## src/rtl/alu_pkg.sv

```systemverilog
// -----------------------------------------------------------------------------
// alu_pkg
// Shared definitions for the ALU operand/opcode sequencer:
//   - state_t   : sequencer states (IDLE / EXEC / DONE)
//   - CODIGO_W  : width of the ALU operation code
//   - WIDTH_DEF : default operand/result width
//   - CNT_W     : width of the EXEC wait counter (covers ALU_LAT-1 up to 14)
// Optional feature macro used by the top module: ALU_SEQ_CHAIN_EN
// -----------------------------------------------------------------------------
package alu_pkg;

   localparam int CODIGO_W  = 3;
   localparam int WIDTH_DEF = 4;
   localparam int CNT_W     = 4;

   typedef enum logic [1:0] {
      IDLE = 2'd0,
      EXEC = 2'd1,
      DONE = 2'd2
   } state_t;

endpackage

```

## src/rtl/alu_seq_cnt.sv

```systemverilog
// -----------------------------------------------------------------------------
// alu_seq_cnt
// Down-counter with synchronous load, zero flag and asynchronous reset.
// Used to time how long the ALU inputs are held before the result is sampled.
// Ports:
//   clk      : clock, rising edge
//   rst      : asynchronous reset, active-high (count -> 0)
//   load     : load load_val on the next edge (has priority over dec)
//   load_val : value to load
//   dec      : decrement on the next edge; saturates at zero
//   count    : current counter value
//   zero     : count == 0
// -----------------------------------------------------------------------------
module alu_seq_cnt #(
   parameter int W = 4
) (
   input  logic         clk,
   input  logic         rst,
   input  logic         load,
   input  logic [W-1:0] load_val,
   input  logic         dec,
   output logic [W-1:0] count,
   output logic         zero
);

   // NOTE: sequential state is always assigned with <= so every flop samples
   // the pre-edge values of its inputs, independent of block ordering.
   always_ff @(posedge clk or posedge rst) begin
      if (rst) begin
         count <= '0;
      end else if (load) begin
         count <= load_val;
      end else if (dec && (count != '0)) begin
         count <= count - 1'b1;
      end
   end

   assign zero = (count == '0);

endmodule

```

## src/rtl/alu_secuenciador.sv

```systemverilog
// -----------------------------------------------------------------------------
// alu_secuenciador
// Upstream operand/opcode sequencer for the ALU. Accepts one request at a time
// over a valid/ready handshake, drives and holds OP1/OP2/codigo for ALU_LAT
// cycles, samples the ALU result and offers it downstream over a second
// valid/ready handshake.
//
// Parameters:
//   WIDTH   : operand and result width
//   ALU_LAT : cycles the ALU inputs are held before sampling (1..15)
// Ports:
//   clk, rst                       : clock, asynchronous active-high reset
//   in_valid / in_ready            : request handshake
//   in_op1, in_op2, in_codigo      : request payload
//   in_chain                       : (ALU_SEQ_CHAIN_EN only) load OP1 from out_res
//   OP1, OP2, codigo               : registered operands/code driven to the ALU
//   alu_res                        : combinational ALU result
//   out_valid / out_ready          : result handshake
//   out_res, out_codigo            : captured result and its operation code
//
// Optional feature macro: ALU_SEQ_CHAIN_EN (accumulator-style chaining).
// -----------------------------------------------------------------------------
module alu_secuenciador
   import alu_pkg::*;
#(
   parameter int WIDTH   = WIDTH_DEF,
   parameter int ALU_LAT = 1
) (
   input  logic                clk,
   input  logic                rst,
   input  logic                in_valid,
   output logic                in_ready,
   input  logic [WIDTH-1:0]    in_op1,
   input  logic [WIDTH-1:0]    in_op2,
   input  logic [CODIGO_W-1:0] in_codigo,
`ifdef ALU_SEQ_CHAIN_EN
   input  logic                in_chain,
`endif
   output logic [WIDTH-1:0]    OP1,
   output logic [WIDTH-1:0]    OP2,
   output logic [CODIGO_W-1:0] codigo,
   input  logic [WIDTH-1:0]    alu_res,
   output logic                out_valid,
   input  logic                out_ready,
   output logic [WIDTH-1:0]    out_res,
   output logic [CODIGO_W-1:0] out_codigo
);

   // Stop elaboration on an out-of-range latency; the counter cannot express it.
   generate
      if ((ALU_LAT < 1) || (ALU_LAT > 15)) begin : g_bad_lat
         $error("alu_secuenciador: ALU_LAT must be in 1..15");
      end
   endgenerate

   localparam logic [CNT_W-1:0] LAT_LOAD = CNT_W'(ALU_LAT - 1);

   state_t             state;
   logic               accept;
   logic               cnt_zero;
   logic [CNT_W-1:0]   cnt_val;
   logic [WIDTH-1:0]   op1_next;

   // in_ready is a registered copy of "state == IDLE", so acceptance never
   // depends combinationally on in_valid.
   assign accept = in_ready && in_valid;

`ifdef ALU_SEQ_CHAIN_EN
   // Chaining feeds the previous captured result back as operand 1.
   assign op1_next = in_chain ? out_res : in_op1;
`else
   assign op1_next = in_op1;
`endif

   alu_seq_cnt #(
      .W (CNT_W)
   ) u_cnt (
      .clk      (clk),
      .rst      (rst),
      .load     (accept),
      .load_val (LAT_LOAD),
      .dec      (state == EXEC),
      .count    (cnt_val),
      .zero     (cnt_zero)
   );

   always_ff @(posedge clk or posedge rst) begin
      if (rst) begin
         state      <= IDLE;
         in_ready   <= 1'b1;
         out_valid  <= 1'b0;
         OP1        <= '0;
         OP2        <= '0;
         codigo     <= '0;
         out_res    <= '0;
         out_codigo <= '0;
      end else begin
         case (state)
            IDLE: begin
               if (in_valid) begin
                  OP1      <= op1_next;
                  OP2      <= in_op2;
                  codigo   <= in_codigo;
                  in_ready <= 1'b0;
                  state    <= EXEC;
               end
            end
            EXEC: begin
               // The counter reaches zero on the last cycle of the hold window;
               // alu_res is sampled on the edge that ends that cycle.
               if (cnt_zero) begin
                  out_res    <= alu_res;
                  out_codigo <= codigo;
                  out_valid  <= 1'b1;
                  state      <= DONE;
               end
            end
            DONE: begin
               if (out_ready) begin
                  out_valid <= 1'b0;
                  in_ready  <= 1'b1;
                  state     <= IDLE;
               end
            end
            default: begin
               out_valid <= 1'b0;
               in_ready  <= 1'b1;
               state     <= IDLE;
            end
         endcase
      end
   end

   // cnt_val is only observed through cnt_zero.
   logic unused_cnt;
   assign unused_cnt = ^cnt_val;

endmodule

```

## config.mk

```make
export PLATFORM = sky130hd
export DESIGN_NAME = alu_secuenciador
export DESIGN_NICKNAME = d
export VERILOG_FILES = /design/src/rtl/alu_pkg.sv /design/src/rtl/alu_seq_cnt.sv /design/src/rtl/alu_secuenciador.sv
export SDC_FILE = /design/constraint.sdc
export NUM_CORES = 1
export LEC_CHECK = 0
export CAP_MARGIN = 20
export CORE_MARGIN = 2
export CORE_UTILIZATION = 41
export DETAILED_ROUTE_END_ITERATION = 8
export GPL_TIMING_DRIVEN = 0
export PLACE_DENSITY = 0.74
export SYNTH_ARGS = -nofsm -noshare
export SYNTH_HDL_FRONTEND = slang
export SYNTH_SLANG_ARGS = --single-unit
```

## constraint.sdc

```tcl
create_clock -name clk -period 3.05 [get_ports clk]
set_input_delay 0.915 -clock clk [delete_from_list [all_inputs] [get_ports clk]]
set_output_delay 0.915 -clock clk [all_outputs]
set_load 0.02 [all_outputs]
```

Word level (Yosys, flattened, before mapping) --
Index checks and enable logic that the tools add are counted.
Cells by class: mux-type cells 12, add/subtract/negate cells 1, equality and inequality tests 5, reductions and logical operators 11, bitwise operators 2
Operators with widths (count):
- 3-bit AND reduction | 3
- 4-bit two-way mux | 2
- 2-bit two-way mux | 3
- 2-bit inequality test, second input constant | 3
- 1-bit one-hot mux with 3 select lines | 2
- 2-bit one-hot mux with 3 select lines | 1
- 4-bit zero test | 1
- 1-bit two-way mux | 4
- 2-bit AND reduction | 2
- 4-bit nonzero test | 1
- 4-bit by 1-bit subtractor with 4-bit output, second input constant | 1
- 2-bit by 1-bit == test with 1-bit output, second input constant | 1
- 2-bit == test, second input constant | 1
- 1-bit logical AND | 2
- 2-bit zero test | 1
- 1-bit NOT | 2
- 2-bit nonzero test | 1
Word-level totals: logic and storage cells 40, bits in registers 26, output and inout port bits 20, input port bits 19

Longest topological paths before layout --
word-level depth 4, mapped depth 5, mapped depth without buffers 5

Cells and area by module --
A second synthesis with hierarchy kept.
Second synthesis, totals: cells, all modules 86, area total of the unflattened synthesis 1184.9 µm²
Modules (own cells, without submodules):
- alu_secuenciador | sequential area each 551.8 µm², area each 923.4 µm², times used 1, cells an instance 58
- alu_seq_cnt | sequential area each 100.1 µm², area each 261.5 µm², times used 1, cells an instance 28

Least setup slack after synthesis --
OpenSTA, ideal clock, no wires.
kind in2reg, start input port in_valid, end register OP1[0], data required time 2922 ps, stages on the path 3, path slack 1282 ps, setup time 128 ps, path buffers 1, data arrival time 1640 ps, cells stage by stage nor3b_2 buf_4 mux2_1
Between the ends: longest elaborated chain between the ends 1
Ends and longest elaborated chain:
- start, declared | line alu_secuenciador.sv:31 | input logic in_valid,
- 2-bit AND reduction (no line)
- end signal, assigned | line alu_secuenciador.sv:101 | OP1 <= op1_next;
- end, declared | line alu_secuenciador.sv:39 | output logic [WIDTH-1:0] OP1,
Every way passes these cells. A chain may end at the register's enable or synchronous reset.

Final worst setup path --
start register in_ready, end output port in_ready
RTL lines:
- start, declared | line alu_secuenciador.sv:32 | output logic in_ready,
- start signal, assigned | line alu_secuenciador.sv:90 | in_ready <= 1'b1;
- start signal, assigned | line alu_secuenciador.sv:104 | in_ready <= 1'b0;
- start signal, assigned | line alu_secuenciador.sv:121 | in_ready <= 1'b1;
No word-level cell between the ends.

==> impl_metrics.json <==
{
  "cp.arrival_ns": 1.51,
  "r2r-start": "u_cnt.count[0]",
  "die_w_um": 56.3,
  "place_congestion": 0.741,
  "cp.depth": 1,
  "slew_headroom_pct": 68.4,
  "netlist_instances": 81,
  "setup_viol": 0,
  "startpoint": "in_ready",
  "min_path_cells": 1,
  "finalHoldViolCount": 0,
  "finClkSkew_ns": 0.0121,
  "core_um2": 2520,
  "use_met2_pct": 23.4,
  "syn-cell-area_um2": 1120,
  "numClockSinks": 26,
  "hpwl_um": 1560,
  "cts_tree": "done",
  "r2r_end": "out_res[1]",
  "drcViolationCount": 0,
  "initial_core_util_pct": 44.4,
  "setup_tns_ns": 0,
  "wirelength_um": 2060,
  "synth_nets": 101,
  "grt_pass1_vias": 812,
  "period_needed_ns": 2.42,
  "antennaDiodeCount": 0,
  "drtPass1Iterations": 4,
  "max_freq_ghz": 0.413,
  "synth_top_area_share_pct": 55.9,
  "met1_usage_pct": 18.2,
  "yosys_warnings": 0,
  "grtUsageTotal_pct": 14.3,
  "ir_worst_vdd_uv": 632,
  "grt_pass1_wl_um": 3590,
  "root_buffer": "clkbuf_4",
  "p_leak_nw": 0.706,
  "rrSetupSlack_ns": 1.43,
  "io_pins": 39,
  "grt_max_degree": 27,
  "grt-busiest-layer": "met2",
  "drive_gt1_share_pct": 14.5,
  "cpPeakStageDelay_ns": 0.61,
  "clk_latency_ns": 0.31,
  "fin_crit_sh_pct": 79.5,
  "cp_max_fo": 5,
  "rsz0062_at_grt": "false",
  "cts_buffers": 3,
  "io_buffers": 38,
  "hold_buffers": 0,
  "report.final.slew_viol_count": 0,
  "status": "finished clean",
  "fp.dieH_um": 56.3,
  "cts_buffer_depth": 2,
  "required_ns": 2.13,
  "seq_area_frac_synth_pct": 58.2,
  "maxCapViolations": 0,
  "crit_path_top_delay_cell": "clkdlybuf4s50_1",
  "vias": 761,
  "critPathBufInv": 1,
  "powerDensity_nw_per_um2": 1080,
  "crit_family": "buffers and inverters",
  "die_area_um2": 3170,
  "drt-initial-drc-count": 1,
  "post_cts_buffers": 0,
  "via_per_inst": 4.94,
  "cts_resized": 0,
  "end_kind": "primary output",
  "crit_type": "flop to primary output",
  "syn_to_final_growth_pct": 41.0,
  "clk_pin_slew_ns": 0.13,
  "grt_use_met3_pct": 5.07,
  "hold_path_class": "flop to flop",
  "syn_area_per_cell_um2": 13.8,
  "fin_nets": 145,
  "routedWlPerCell_um": 13.4,
  "synth_cell_types": 27,
  "synth_seq_cells": 26,
  "cp-endpoint": "in_ready",
  "yosysTopAreaCell": "dfrtp_1",
  "worstSetupStartpointType": "flop",
  "synthTopCellsByArea": "dfrtp_1, mux2_1, mux2_4",
  "place_ws_ns": 0.606,
  "tightest_slew_ns": 0.474,
  "rows": 18,
  "grt-ovfl-total": 0,
  "postRouteAntennaNets": 0,
  "worst_slack_ns": 0.626,
  "antenna_found_initial": 0,
  "htree_num_levels": 1,
  "crit_path_cell_trace": "clkdlybuf4s50_1",
  "r2r_cells": 5
}
-- cell usage after synthesis --
master	n
and2b_4	1
nand2_4	1
a21oi_1	3
nor4_1	1
mux2_1	11
nand2_1	4
ha_1	1
dfstp_2	1
nand2b_1	1
or2_1	1
mux2_4	7
nor3b_4	1
mux2i_1	1
or3b_1	1
nand4b_1	1
dfrtp_1	25
inv_1	4
o22a_1	1
a21boi_1	2
o21ai_1	1
a221oi_1	1
nor2_1	5
buf_4	1
o21ai_0	2
nand3_1	1
inv_2	1
nor3b_2	1
-- cell usage in the layout (no fill, tap or decap), types with 2 or more instances in the layout --
cell / synthesis / final
mux2_1: 11 / 11
dfrtp_1: 25 / 25
a21boi_1: 2 / 2
nor2_1: 5 / 5
a21oi_1: 3 / 3
o21ai_0: 2 / 2
mux2_4: 7 / 7
clkdlybuf4s50_1: 0 / 38
inv_1: 4 / 4
clkbuf_4: 0 / 3
nand2_1: 4 / 4
-- per-layer routing --
metal / vias up / routed length, um
met1: 367 / 893
met3: 0 / 143
met2: 26 / 1030
met4: 0 / 0
li1: 368 / -
met5: - / 0
-- final cells by class --
cell class	count	area, um2
sequential	26	652
fill	206	943
multi-input combinational	49	442
tap	30	37.5
timing repair buffer	39	395
clock buffer	4	26.3
inverter	5	18.8
buffer	1	7.51
-- worst min-delay path by stage --
stage | from | endpoint
after global placement | OP1[2] | OP1[2]
final | OP2[3] | OP2[3]
after global routing | OP2[3] | OP2[3]
after CTS | OP2[3] | OP2[3]
after floorplan | u_cnt.count[0] | u_cnt.count[0]
after detailed placement | OP1[0] | OP1[0]
-- report_power, final --
group | leakage [nW] | switching, mW | internal (mW)
clock | 0.0150 | 0.0959 | 0.0510
combinational | 0.379 | 0.413 | 0.499
sequential | 0.312 | 0.120 | 0.519
total | 0.706 | 0.629 | 1.07
-- state kept, by name (all words and copies together), names as in the netlist --
register,count
OP1,4
OP2,4
out_res,4
u_cnt.count,4
codigo,3
out_codigo,3
state,2
in_ready,1
out_valid,1
-- cell families after synthesis --
family                     share of synthesized area (%)
DFF                                                 58.2
AOI/OAI and AO/OA                                   5.59
buffers and inverters                               2.35
and+or+nand+nor                                     11.4
adders and majority gates                           1.12
muxes                                               21.3
-- metrics by stage --
stage | instance area [um2] | total power, mW | std cells | hold slack (ns) | utilization, %
global placement | 1540 | 1.54 | 149 | 0.467 | 61.0
finish | 1580 | 1.70 | 154 | 0.503 | 62.6
floorplan | 1120 | 1.19 | 81 | 0.529 | -
global route | 1580 | 1.82 | 154 | 0.524 | 62.6
CTS | 1560 | 1.72 | 153 | 0.509 | 62.0
detailed placement | 1540 | 1.57 | 149 | 0.478 | 61.0
No activity file was read; power rests on OpenSTA's default activity.
